**src/rtl/sdram_pkg.sv**
```systemverilog
// Shared SDRAM init definitions: command encodings, sequencer states, default mode word.
// Consumed by sdram_init_seq; the SDRAM_INIT_REFRESH_EN build adds sdram_refresh_timer.
package sdram_pkg;

  // {cs_n, ras_n, cas_n, we_n}
  localparam logic [3:0] CMD_INHIBIT      = 4'b1111;
  localparam logic [3:0] CMD_NOP          = 4'b0111;
  localparam logic [3:0] CMD_PRECHARGE    = 4'b0010;
  localparam logic [3:0] CMD_AUTO_REFRESH = 4'b0001;
  localparam logic [3:0] CMD_LOAD_MODE    = 4'b0000;

  // CAS latency 3, sequential bursts, burst length 4
  localparam logic [12:0] MODE_DEFAULT = 13'h032;

  typedef enum logic [2:0] {
    S_WAIT_PWR,
    S_PRECHARGE,
    S_WAIT_RP,
    S_REFRESH,
    S_WAIT_RFC,
    S_LOAD_MODE,
    S_WAIT_MRD,
    S_DONE
  } init_state_t;

  function automatic int max4(input int a, input int b, input int c, input int d);
    int m;
    m = a;
    if (b > m) m = b;
    if (c > m) m = c;
    if (d > m) m = d;
    return m;
  endfunction

endpackage

```
**src/rtl/sdram_refresh_timer.sv**
```systemverilog
// Periodic refresh request: free-running T_REFI counter, request held until acknowledged.
// Built only when SDRAM_INIT_REFRESH_EN is defined; a terminal count beats a same-cycle ack.
module sdram_refresh_timer #(
  parameter int T_REFI = 780
) (
  input  logic clk,
  input  logic rst_n,
  input  logic en,
  input  logic ref_ack,
  output logic ref_req
);

  localparam int TW = $clog2(T_REFI + 1);
  localparam logic [TW-1:0] TC_VAL = TW'(T_REFI - 1);

  logic [TW-1:0] cnt;
  logic          tc;

  assign tc = en && (cnt == TC_VAL);

  always_ff @(posedge clk or negedge rst_n) begin
    if (!rst_n) begin
      cnt     <= '0;
      ref_req <= 1'b0;
    end else begin
      if (en) cnt <= tc ? '0 : cnt + TW'(1);
      // Requests do not queue: a second terminal count just keeps the flag high.
      ref_req <= tc | (ref_req & ~ref_ack);
    end
  end

endmodule

```
**src/rtl/sdram_init_seq.sv**
```systemverilog
// SDRAM power-up sequencer: NOP wait, PRECHARGE ALL, N x AUTO REFRESH, LOAD MODE, then init_done.
// Optional periodic refresh request via SDRAM_INIT_REFRESH_EN; all outputs registered.
module sdram_init_seq
  import sdram_pkg::*;
#(
  parameter int          T_POWERUP     = 20000,
  parameter int          T_RP          = 2,
  parameter int          T_RFC         = 7,
  parameter int          REFRESH_COUNT = 8,
  parameter int          T_MRD         = 2,
  parameter logic [12:0] MODE_VALUE    = MODE_DEFAULT,
  parameter int          T_REFI        = 780
) (
  input  logic        clk,
  input  logic        rst_n,
  output logic        sdram_cke,
  output logic [3:0]  sdram_cmd,
  output logic [12:0] sdram_addr,
  output logic [1:0]  sdram_ba,
  output logic        init_done,
  output logic        ref_req,
  input  logic        ref_ack
);

  localparam int CNT_MAX = max4(T_POWERUP, T_RP, T_RFC, T_MRD);
  localparam int CW      = $clog2(CNT_MAX + 1);
  localparam int RW      = $clog2(REFRESH_COUNT + 1);

  // Command states preload spacing-1 so a spacing of 1 skips the wait state.
  localparam logic [CW-1:0] LD_PWR  = CW'(T_POWERUP);
  localparam logic [CW-1:0] LD_RP   = CW'(T_RP - 1);
  localparam logic [CW-1:0] LD_RFC  = CW'(T_RFC - 1);
  localparam logic [CW-1:0] LD_MRD  = CW'(T_MRD - 1);
  localparam logic [RW-1:0] RC_LAST = RW'(REFRESH_COUNT);

  init_state_t   state, state_nxt;
  logic [CW-1:0] cnt, cnt_nxt;
  logic [RW-1:0] ref_cnt, ref_cnt_nxt;
  logic [3:0]    cmd_nxt;
  logic [12:0]   addr_nxt;
  logic          done_nxt;

  always_ff @(posedge clk or negedge rst_n) begin
    if (!rst_n) begin
      state      <= S_WAIT_PWR;
      cnt        <= LD_PWR;
      ref_cnt    <= '0;
      sdram_cke  <= 1'b0;
      sdram_cmd  <= CMD_INHIBIT;
      sdram_addr <= '0;
      sdram_ba   <= '0;
      init_done  <= 1'b0;
    end else begin
      state      <= state_nxt;
      cnt        <= cnt_nxt;
      ref_cnt    <= ref_cnt_nxt;
      sdram_cke  <= 1'b1;
      sdram_cmd  <= cmd_nxt;
      sdram_addr <= addr_nxt;
      sdram_ba   <= '0;
      init_done  <= done_nxt;
    end
  end

  always_comb begin
    state_nxt   = state;
    cnt_nxt     = cnt;
    ref_cnt_nxt = ref_cnt;
    case (state)
      S_WAIT_PWR: begin
        if (cnt == '0) begin
          state_nxt = S_PRECHARGE;
          cnt_nxt   = LD_RP;
        end else begin
          cnt_nxt = cnt - CW'(1);
        end
      end
      S_PRECHARGE, S_WAIT_RP: begin
        if (cnt == '0) begin
          state_nxt   = S_REFRESH;
          cnt_nxt     = LD_RFC;
          ref_cnt_nxt = ref_cnt + RW'(1);
        end else begin
          state_nxt = S_WAIT_RP;
          cnt_nxt   = cnt - CW'(1);
        end
      end
      S_REFRESH, S_WAIT_RFC: begin
        if (cnt != '0) begin
          state_nxt = S_WAIT_RFC;
          cnt_nxt   = cnt - CW'(1);
        end else if (ref_cnt == RC_LAST) begin
          state_nxt = S_LOAD_MODE;
          cnt_nxt   = LD_MRD;
        end else begin
          state_nxt   = S_REFRESH;
          cnt_nxt     = LD_RFC;
          ref_cnt_nxt = ref_cnt + RW'(1);
        end
      end
      S_LOAD_MODE, S_WAIT_MRD: begin
        if (cnt == '0) begin
          state_nxt = S_DONE;
        end else begin
          state_nxt = S_WAIT_MRD;
          cnt_nxt   = cnt - CW'(1);
        end
      end
      S_DONE: state_nxt = S_DONE;
      default: begin
        state_nxt = S_WAIT_PWR;
        cnt_nxt   = LD_PWR;
      end
    endcase
  end

  // Outputs are decoded from the next state so the registered bus lines up with the state.
  always_comb begin
    cmd_nxt  = CMD_NOP;
    addr_nxt = '0;
    done_nxt = 1'b0;
    case (state_nxt)
      S_PRECHARGE: begin
        cmd_nxt  = CMD_PRECHARGE;
        addr_nxt = 13'h0400;
      end
      S_REFRESH:   cmd_nxt = CMD_AUTO_REFRESH;
      S_LOAD_MODE: begin
        cmd_nxt  = CMD_LOAD_MODE;
        addr_nxt = MODE_VALUE;
      end
      S_DONE:      done_nxt = 1'b1;
      default:     ;
    endcase
  end

`ifdef SDRAM_INIT_REFRESH_EN
  sdram_refresh_timer #(
    .T_REFI (T_REFI)
  ) u_refresh_timer (
    .clk     (clk),
    .rst_n   (rst_n),
    .en      (init_done),
    .ref_ack (ref_ack),
    .ref_req (ref_req)
  );
`else
  wire unused_ref = ref_ack ^ T_REFI[0];
  assign ref_req = 1'b0;
`endif

endmodule

```
**config.mk**
```make
export PLATFORM = sky130hd
export DESIGN_NAME = sdram_init_seq
export DESIGN_NICKNAME = d
export VERILOG_FILES = /design/src/rtl/sdram_pkg.sv /design/src/rtl/sdram_refresh_timer.sv /design/src/rtl/sdram_init_seq.sv
export SDC_FILE = /design/constraint.sdc
export NUM_CORES = 1
export LEC_CHECK = 0
export CAP_MARGIN = 20
export CELL_PAD_IN_SITES_DETAIL_PLACEMENT = 1
export CELL_PAD_IN_SITES_GLOBAL_PLACEMENT = 1
export CORE_AREA = 2 2 68 70
export DETAILED_ROUTE_END_ITERATION = 10
export DIE_AREA = 0 0 70 72
export PLACE_DENSITY = 0.79
export SLEW_MARGIN = 20
export SYNTH_ARGS = -nofsm -noshare
export SYNTH_HDL_FRONTEND = slang
export SYNTH_SLANG_ARGS = --single-unit
```
**constraint.sdc**
```tcl
create_clock -name clk -period 1.9 [get_ports clk]
set_input_delay 0.38 -clock clk [delete_from_list [all_inputs] [get_ports clk]]
set_output_delay 0.38 -clock clk [all_outputs]
set_load 0.01 [all_outputs]
```
# Yosys cells after proc, flatten, opt, wreduce, memory -nomap -nowiden
# Cells that the tools add are included.
# totals
n_memories,0
romBits,0
elab_cells,54
input_bits,3
out_inout_bits,22
ramBits,0
latch_bits,0
register_bits,41
# classes
n_mul,0
order_cmp,0
div_mod_pow,0
n_reduce_logical,10
n_eq_ne,16
muxes,19
n_bitwise,0
add_sub_neg,2
shifts,0
# ops
operator,n
15-bit 2-to-1 mux,4
15-bit case mux with 4 select lines,1
11-bit case mux with 2 select lines,1
"3-bit == test, second input constant",6
15-bit logical NOT,1
3-bit case mux with 5 select lines,1
15-bit nonzero test,1
"15-bit by 1-bit subtractor with 15-bit output, second input constant",1
3-bit 2-to-1 mux,4
4-bit 2-to-1 mux,3
"3-bit by 2-bit == test with 1-bit output, second input constant",3
3-bit case mux with 3 select lines,1
"2-bit inequality test, second input constant",4
4-bit case mux with 2 select lines,1
"3-bit by 1-bit == test with 1-bit output, second input constant",2
2-bit OR reduction,3
"4-bit by 1-bit adder with 4-bit output, second input constant",1
"4-bit == test, second input constant",1
4-bit AND reduction,1
4-bit nonzero test,1
3-bit logical NOT,1
1-bit 2-to-1 mux,3
2-bit AND reduction,1
2-bit nonzero test,1

# Logic depth before layout (Yosys ltp)
# Gate-level depths: netlist of run 1.
# depth
word_depth,6
depth_mapped,9
depth_no_buf,7

# Worst setup path after synthesis of run 1
# OpenSTA, ideal clock, no wires.
# synth_path
path_kind,register to register
startpoint,reg cnt[8]
endpoint,reg ref_cnt[1]
setup_ns,0.125
synth_period_minus_slack_ns,1.901
arrival_time_ns,1.776
slack_ns,-0.001
path_stages_with_launch,6
cell_sequence,dfrtp_1 -> or4_4 -> nand4bb_1 -> buf_2 -> a21o_4 -> mux2_4
# synth_between
elab_chain_cells,3
elab_cells_between_ends,5
classes_between,2 x eq/ne; 3 x reduce/logical
# synth_lines
element,line_no,rtl
"start, declared",sdram_init_seq.sv:37,"logic [CW-1:0] cnt, cnt_nxt;"
"start signal, assigned",sdram_init_seq.sv:55,cnt <= cnt_nxt;
15-bit logical NOT or 15-bit nonzero test (tied branches),"sdram_init_seq.sv:79, sdram_init_seq.sv:89",
2-bit inequality test (no line),--,
4-bit AND reduction (no line) (*),--,
"end signal, assigned",sdram_init_seq.sv:56,ref_cnt <= ref_cnt_nxt;
"end, declared",sdram_init_seq.sv:38,"logic [RW-1:0] ref_cnt, ref_cnt_nxt;"
# Mark *: on every way between the ends. The rest lies on a longest branch, timed or not.
# A chain may end at the register's enable or synchronous reset.

# Worst setup path in the final report of run 1
# layout_path
startpoint,reg cnt[10]
endpoint,reg ref_cnt[1]
# Same word-level chain as after synthesis.

==> flow_metrics.py, run 1 <==
metrics = {
    "status": {
        "status": "complete, no violations",
    },
    "synth": {
        "synth_compound_area_share_pct": 6.755,
        "yosys.area_share.adder_pct": 3.295,
        "synth_top_area_share_pct": 34.60,
        "synth_most_common_cell": "dfrtp_1",
        "synth-simple-area-share_pct": 19.69,
        "avgSynthCellArea_sq_um": 10.62,
        "synth_seq_area_share_pct": 50.16,
        "synth-main-ff-cell": "dfrtp_1",
        "syn-cell-area_sq_um": 1519,
        "yosys-top-cells-area": "dfrtp_1 35%, dfstp_2 16%, buf_4 6.9%",
        "synth_xor_area_share_pct": 8.649,
        "synth_top_area_cell": "dfrtp_1",
        "synthArstFlopShare_pct": 100.0,
        "yosys_warnings": 0,
        "synth_edf_count": 0,
        "synth-seq-cells": 30,
        "synth.distinct_cells": 40,
        "synth_top_family_by_area": "simple AND/OR/NAND/NOR gates",
        "synthCells": 143,
        "synthMuxAreaShare_pct": 1.647,
        "netlist_top_cells_count": "21 x dfrtp_1, 14 x buf_4, 12 x xor2_1, 9 x dfstp_2, 9 x nand2_1",
    },
    "global_routing": {
        "grt_pass1_vias": 1191,
        "antenna_found_initial": 0,
        "grt_first_pass_wirelength_um": 5464,
        "grt_max_degree": 31,
        "overflow": 0,
        "grt_usage_pct": 14.20,
    },
    "pwr": {
        "pwr-share-clk_pct": 43.7,
        "seqPwrFrac_pct": 53.7,
        "p_switching_uw": 257.4,
        "p_int_uw": 941.2,
        "p_per_area_nw_per_um2": 628.2,
        "power_leakage_uw": 0.0009677,
        "sw_frac_of_total_pct": 21.48,
        "combPwrFrac_pct": 2.7,
        "ir_drop_mv": 0.2870,
    },
    "critical_path": {
        "end_kind": "flop",
        "ff2ff_path_depth": 4,
        "cp_max_fo": 5,
        "crit_buf_inv": 0,
        "critPathArrivalTime_ns": 2.00,
        "critPathSlowestCell": "or4_4",
        "cp_top_family": "simple AND/OR/NAND/NOR gates",
        "ff2ff_setup_slack_ns": 0.06,
        "crit_chain": "or4_4, nand4bb_4, a21o_4, mux2_4",
        "cp.required_ns": 2.06,
        "critical_path_class": "reg -> reg",
        "reg2reg_to": "ref_cnt[1]",
        "r2r-start": "cnt[10]",
        "start_kind": "flop",
        "cp_slowest_stage_delay_ns": 0.53,
    },
    "sta": {
        "rsz0062_at_grt": "yes",
        "slew_violations": 0,
        "fmax_mhz": 543.8,
        "layout_setup_ws_ns": 0.06093,
        "period_minus_slack_ns": 1.839,
        "setup-violations-final": 0,
        "hold_violations": 0,
        "clock_skew_ns": 0.002592,
        "period_share_pct": 96.79,
        "fin_hold_ws_ns": 0.4840,
    },
    "drt": {
        "wl_um": 3111,
        "drt-met1-wl_um": 1326,
        "wl_per_cell_um": 13.53,
        "first_pass_iters": 4,
        "dr_wl_met2_um": 1600,
        "via_count": 1109,
        "top_layer_used": "met4",
        "post-route-drc-count": 0,
        "viasPerCell": 4.822,
        "antenna_left": 0,
        "first_iter_violations": 69,
        "wl_met3_um": 111,
    },
    "final_layout": {
        "antenna_cells": 0,
        "layout-drive-gt1-share_pct": 26.40,
        "finalNonFillerCells": 230,
        "area_growth_pct": 25.62,
        "fin_nets": 184,
    },
    "clock_network": {
        "htree_levels": 2,
        "clk_latency_ns": 0.28,
        "root_buffer": "clkbuf_8",
        "clock-sinks": 30,
        "cts_buffers": 5,
        "cts_tree": "built",
        "path_clk_slew_ns": 0.06,
        "clock_path_buffers": 2,
    },
    "min_path": {
        "hp-class": "in -> async",
    },
    "die": {
        "die_area_sq_um": 5040,
        "core-area_sq_um": 4264,
        "ios": 25,
        "rows": 24,
        "die_x_um": 70,
        "initial_core_util_pct": 35.62,
        "dieHeight_um": 72,
    },
    "placement": {
        "port_buffers": 11,
        "dp_slack_ns": -0.1021,
        "gp_congestion": 0.7822,
        "dp_cells": 222,
        "dp_hpwl_um": 2267,
    },
    "job": {
        "maxCapViolations": 0,
    },
}
## worst max path at each step
stage	start	end	slack [ns]	cells after the start
floorplan	cnt[7]	ref_cnt[1]	-0.0005	5
global placement	cnt[13]	cnt[2]	-0.05	6
detailed placement	cnt[13]	cnt[2]	-0.10	6
CTS	cnt[13]	ref_cnt[1]	0.02	4
global route	cnt[7]	ref_cnt[1]	-0.002	4
finish	cnt[10]	ref_cnt[1]	0.06	4
## flip-flops by register name (all words and copies together), names as in the netlist
signal and count:
cnt 15, ref_cnt 4, sdram_cmd 4, state 3, sdram_addr 2, init_done 1, sdram_cke 1
## kinds of logic after synthesis
kind of cell / after synthesis
AND/OR/NAND/NOR: 52
flip-flops: 30
buffers and inverters: 23
AO/OA/AOI/OAI: 15
XOR/XNOR: 15
adder cells (fa/ha/maj): 4
other: 2
multiplexers: 2
## stage by stage
stage	instance area (sq um)	TNS, ns	total power, uW	utilization [%]
finish	1908	0	1199	44.75
global route	1908	-0.002458	1254	44.75
detailed placement	1782	-0.4050	687.2	41.78
global placement	1782	-0.1994	685.6	41.78
CTS	1893	0	1218	44.40
floorplan	1567	-0.0004514	684.7	-
## power groups by stage
stage / combinational [uW] / sequential [uW] / clock [uW]
6_report: 31.8 / 643 / 523
4_1_cts: 32.7 / 643 / 542
2_1_floorplan: 29.0 / 656 / 0
3_3_place_gp: 31.5 / 654 / 0
3_5_place_dp: 32.7 / 654 / 0
5_1_grt: 36.6 / 643 / 574
## what timing repair did
action | CTS | global route
buffers inserted | 0 | 0
resized for setup | 3 | 3
hold buffers | 0 | 0
pin swaps | 0 | 1
setup endpoints to repair | 13 | 6
## cell type report
| class | count | area (sq um) |
|---|---|---|
| fillers | 491 | 2356 |
| clock buffers | 7 | 86.33 |
| repair buffers | 33 | 279.0 |
| clock inverters | 1 | 5.005 |
| inverters | 5 | 18.77 |
| flip-flops and latches | 30 | 762.0 |
| multi-input cells | 102 | 691.9 |
| well taps | 52 | 65.06 |
## worst reg2reg max path: cells and delay by family, from the launching register on
kind	cells	cell delay, ns
AOI/OAI and AO/OA	1	0.24
DFF	1	0.37
muxes	1	0.30
and+or+nand+nor	2	0.82
## layout by cell type, fill, tap and decap left out, types with 5 or more instances in the layout
master,Yosys,layout
conb_1,2,14
dfstp_2,9,9
nand2_1,9,9
nor3_1,7,7
inv_1,5,5
dfrtp_1,21,21
xor2_1,12,12
buf_4,14,21
clkdlybuf4s50_1,0,11
clkbuf_8,0,6
nand3_1,6,6
## routing by layer
layer | global-route usage (%) | up-vias
met3 | 5.000 | 5
met1 | 16.13 | 548
met5 | 0 | -
met4 | 7.051 | 0
li1 | - | 534
met2 | 23.92 | 22
Note: power is estimated with default switching activity, not from simulation.
==> run 2: changes to the inputs <==
Settings changed: SLEW_MARGIN 20 to default.
==> results of run 2 <==
Same layout as run 1: the final DEF is identical, and so are final timing and power.
==> run 3: changes to the inputs <==
Settings changed: RECOVER_POWER from default to 25.
==> run 3 against run 2 <==
  * Critical path depth stayed put
  * Utilization fell by 0.059 points
  * Final area decreased by 0.13%
  * Clock skew about the same
  * Sequential power is essentially flat
  * Clock power about the same
  * Global-route usage stayed put
  * Largest cell class unchanged
  * Largest power group unchanged
==> flow_metrics.py, run 3 (synthesis results as in run 1) <==
metrics = {
    "pwr": {
        "p_int_uw": 940.1,
        "p_per_area_nw_per_um2": 628.6,
        "pwr-share-clk_pct": 43.7,
        "ir_drop_mv": 0.2871,
        "p_switching_uw": 257.7,
        "combPwrFrac_pct": 2.6,
        "power_leakage_uw": 0.0009674,
        "sw_frac_of_total_pct": 21.52,
        "seqPwrFrac_pct": 53.7,
    },
    "final_layout": {
        "area_growth_pct": 25.45,
        "largest_registers": "cnt (15), ref_cnt (4), sdram_cmd (4)",
        "fin_nets": 184,
        "mostFrequentLayoutCells": "21 x dfrtp_1, 20 x buf_4, 14 x conb_1, 12 x xor2_1, 10 x clkdlybuf4s50_1",
        "antenna_cells": 0,
        "finalNonFillerCells": 230,
        "largest_reg_flops": 15,
        "fin_area_sq_um": 1906,
        "top_register": "cnt",
        "layout-drive-gt1-share_pct": 26.40,
        "final_common_cell": "dfrtp_1",
        "post-route-util_pct": 44.69,
    },
    "critical_path": {
        "reg2reg_to": "ref_cnt[1]",
        "critical_path_class": "reg -> reg",
        "crit_buf_inv": 0,
        "ff2ff_path_depth": 4,
        "r2r-start": "cnt[10]",
        "critPathArrivalTime_ns": 2.00,
        "cp_top_family": "simple AND/OR/NAND/NOR gates",
        "start_kind": "flop",
        "crit_chain": "or4_4, nand4bb_4, a21o_4, mux2_4",
        "cp_slowest_stage_delay_ns": 0.53,
        "cp_max_fo": 5,
        "critPathSlowestCell": "or4_4",
        "cp.required_ns": 2.06,
        "ff2ff_setup_slack_ns": 0.06,
        "end_kind": "flop",
    },
    "die": {
        "die_x_um": 70,
        "rows": 24,
        "initial_core_util_pct": 35.62,
        "ios": 25,
        "core-area_sq_um": 4264,
        "die_area_sq_um": 5040,
        "dieHeight_um": 72,
    },
    "job": {
        "maxCapViolations": 0,
    },
    "global_routing": {
        "grt_max_degree": 31,
        "grt_usage_pct": 14.20,
        "grt_first_pass_wirelength_um": 5464,
        "antenna_found_initial": 0,
        "grt_pass1_vias": 1191,
        "overflow": 0,
    },
    "clock_network": {
        "htree_levels": 2,
        "hold_buffers": 0,
        "root_buffer": "clkbuf_8",
        "clock-sinks": 30,
        "clock_path_buffers": 2,
        "clk_latency_ns": 0.28,
        "path_clk_slew_ns": 0.06,
        "cts_tree": "built",
        "cts_buffers": 5,
    },
    "status": {
        "status": "complete, no violations",
    },
    "min_path": {
        "min_to": "cnt[4]",
        "min-delay-start": "cnt[4]",
        "hp-class": "reg -> reg",
        "hold_depth": 1,
    },
    "drt": {
        "first_pass_iters": 4,
        "wl_um": 3125,
        "antenna_left": 0,
        "wl_per_cell_um": 13.59,
        "viasPerCell": 4.870,
        "post-route-drc-count": 0,
        "via_count": 1120,
        "first_iter_violations": 69,
    },
    "placement": {
        "placed_area_sq_um": 1782,
        "dp_hpwl_um": 2267,
        "dp_cells": 222,
        "gp_congestion": 0.7822,
        "dp_slack_ns": -0.1021,
        "port_buffers": 11,
    },
    "sta": {
        "clock_skew_ns": 0.002921,
        "fin_setup_tns_ns": 0,
        "rsz0062_at_grt": "yes",
        "period_share_pct": 96.80,
        "worst_pin_slew_ns": 0.7165,
        "hold_violations": 0,
        "layout_setup_ws_ns": 0.06085,
        "slew_violations": 0,
        "max-slew-margin-rel_pct": 52.23,
        "setup-violations-final": 0,
        "period_minus_slack_ns": 1.839,
        "fmax_mhz": 543.7,
    },
}
[run 3: cell count changes in the layout (fill, tap and decap cells not counted), sizes merged]
cell           previous run  this run
buf                      22        21
clkbuf                    7         8
clkdlybuf4s50            11        10
dlygate4sd3               0         1
[run 3: worst max-delay path by stage]
stage,depth (start not counted),from,endpoint
after floorplan,5,cnt[7],ref_cnt[1]
after global routing,4,cnt[7],ref_cnt[1]
after CTS,4,cnt[13],ref_cnt[1]
after global placement,6,cnt[13],cnt[2]
final,4,cnt[10],ref_cnt[1]
after detailed placement,6,cnt[13],cnt[2]
[run 3: per-stage QoR]
stage | power [uW] | hold slack (ns)
2_1_floorplan | 684.7 | 0.08441
3_3_place_gp | 685.6 | 0.4746
3_5_place_dp | 687.2 | 0.5001
4_1_cts | 1218 | 0.4916
5_1_grt | 1253 | 0.5400
6_report | 1198 | 0.5076
[run 3: power by group through the flow]
stage	registers, uW	clock network, uW	logic, uW
CTS	643	542	32.7
detailed placement	654	0	32.7
finish	644	524	30.7
global placement	654	0	31.5
floorplan	656	0	29.0
global route	643	574	35.5
[run 3: repair_timing]
| action | in CTS | in global routing |
|---|---|---|
| hold endpoints to repair | 0 | 0 |
| buffers inserted | 0 | 0 |
| setup endpoints to repair | 13 | 6 |
| resized for setup | 3 | 3 |
| pin swaps | 0 | 1 |
[run 3: final cells by class]
cell class	instances	area, sq um
clock buffer	7	86.33
clock inverter	1	5.005
fill	491	2359
inverter	5	18.77
multi-input combinational	102	691.9
sequential	30	762.0
tap	52	65.06
timing repair buffer	33	276.5
[run 3: per-layer routing]
metal	vias to the layer above	global-route usage [%]	share of wire (%)
met5	-	0	0
met4	0	7.051	2.3
met3	5	5.000	3.8
met2	26	23.92	52
li1	534	-	-
met1	555	16.13	42
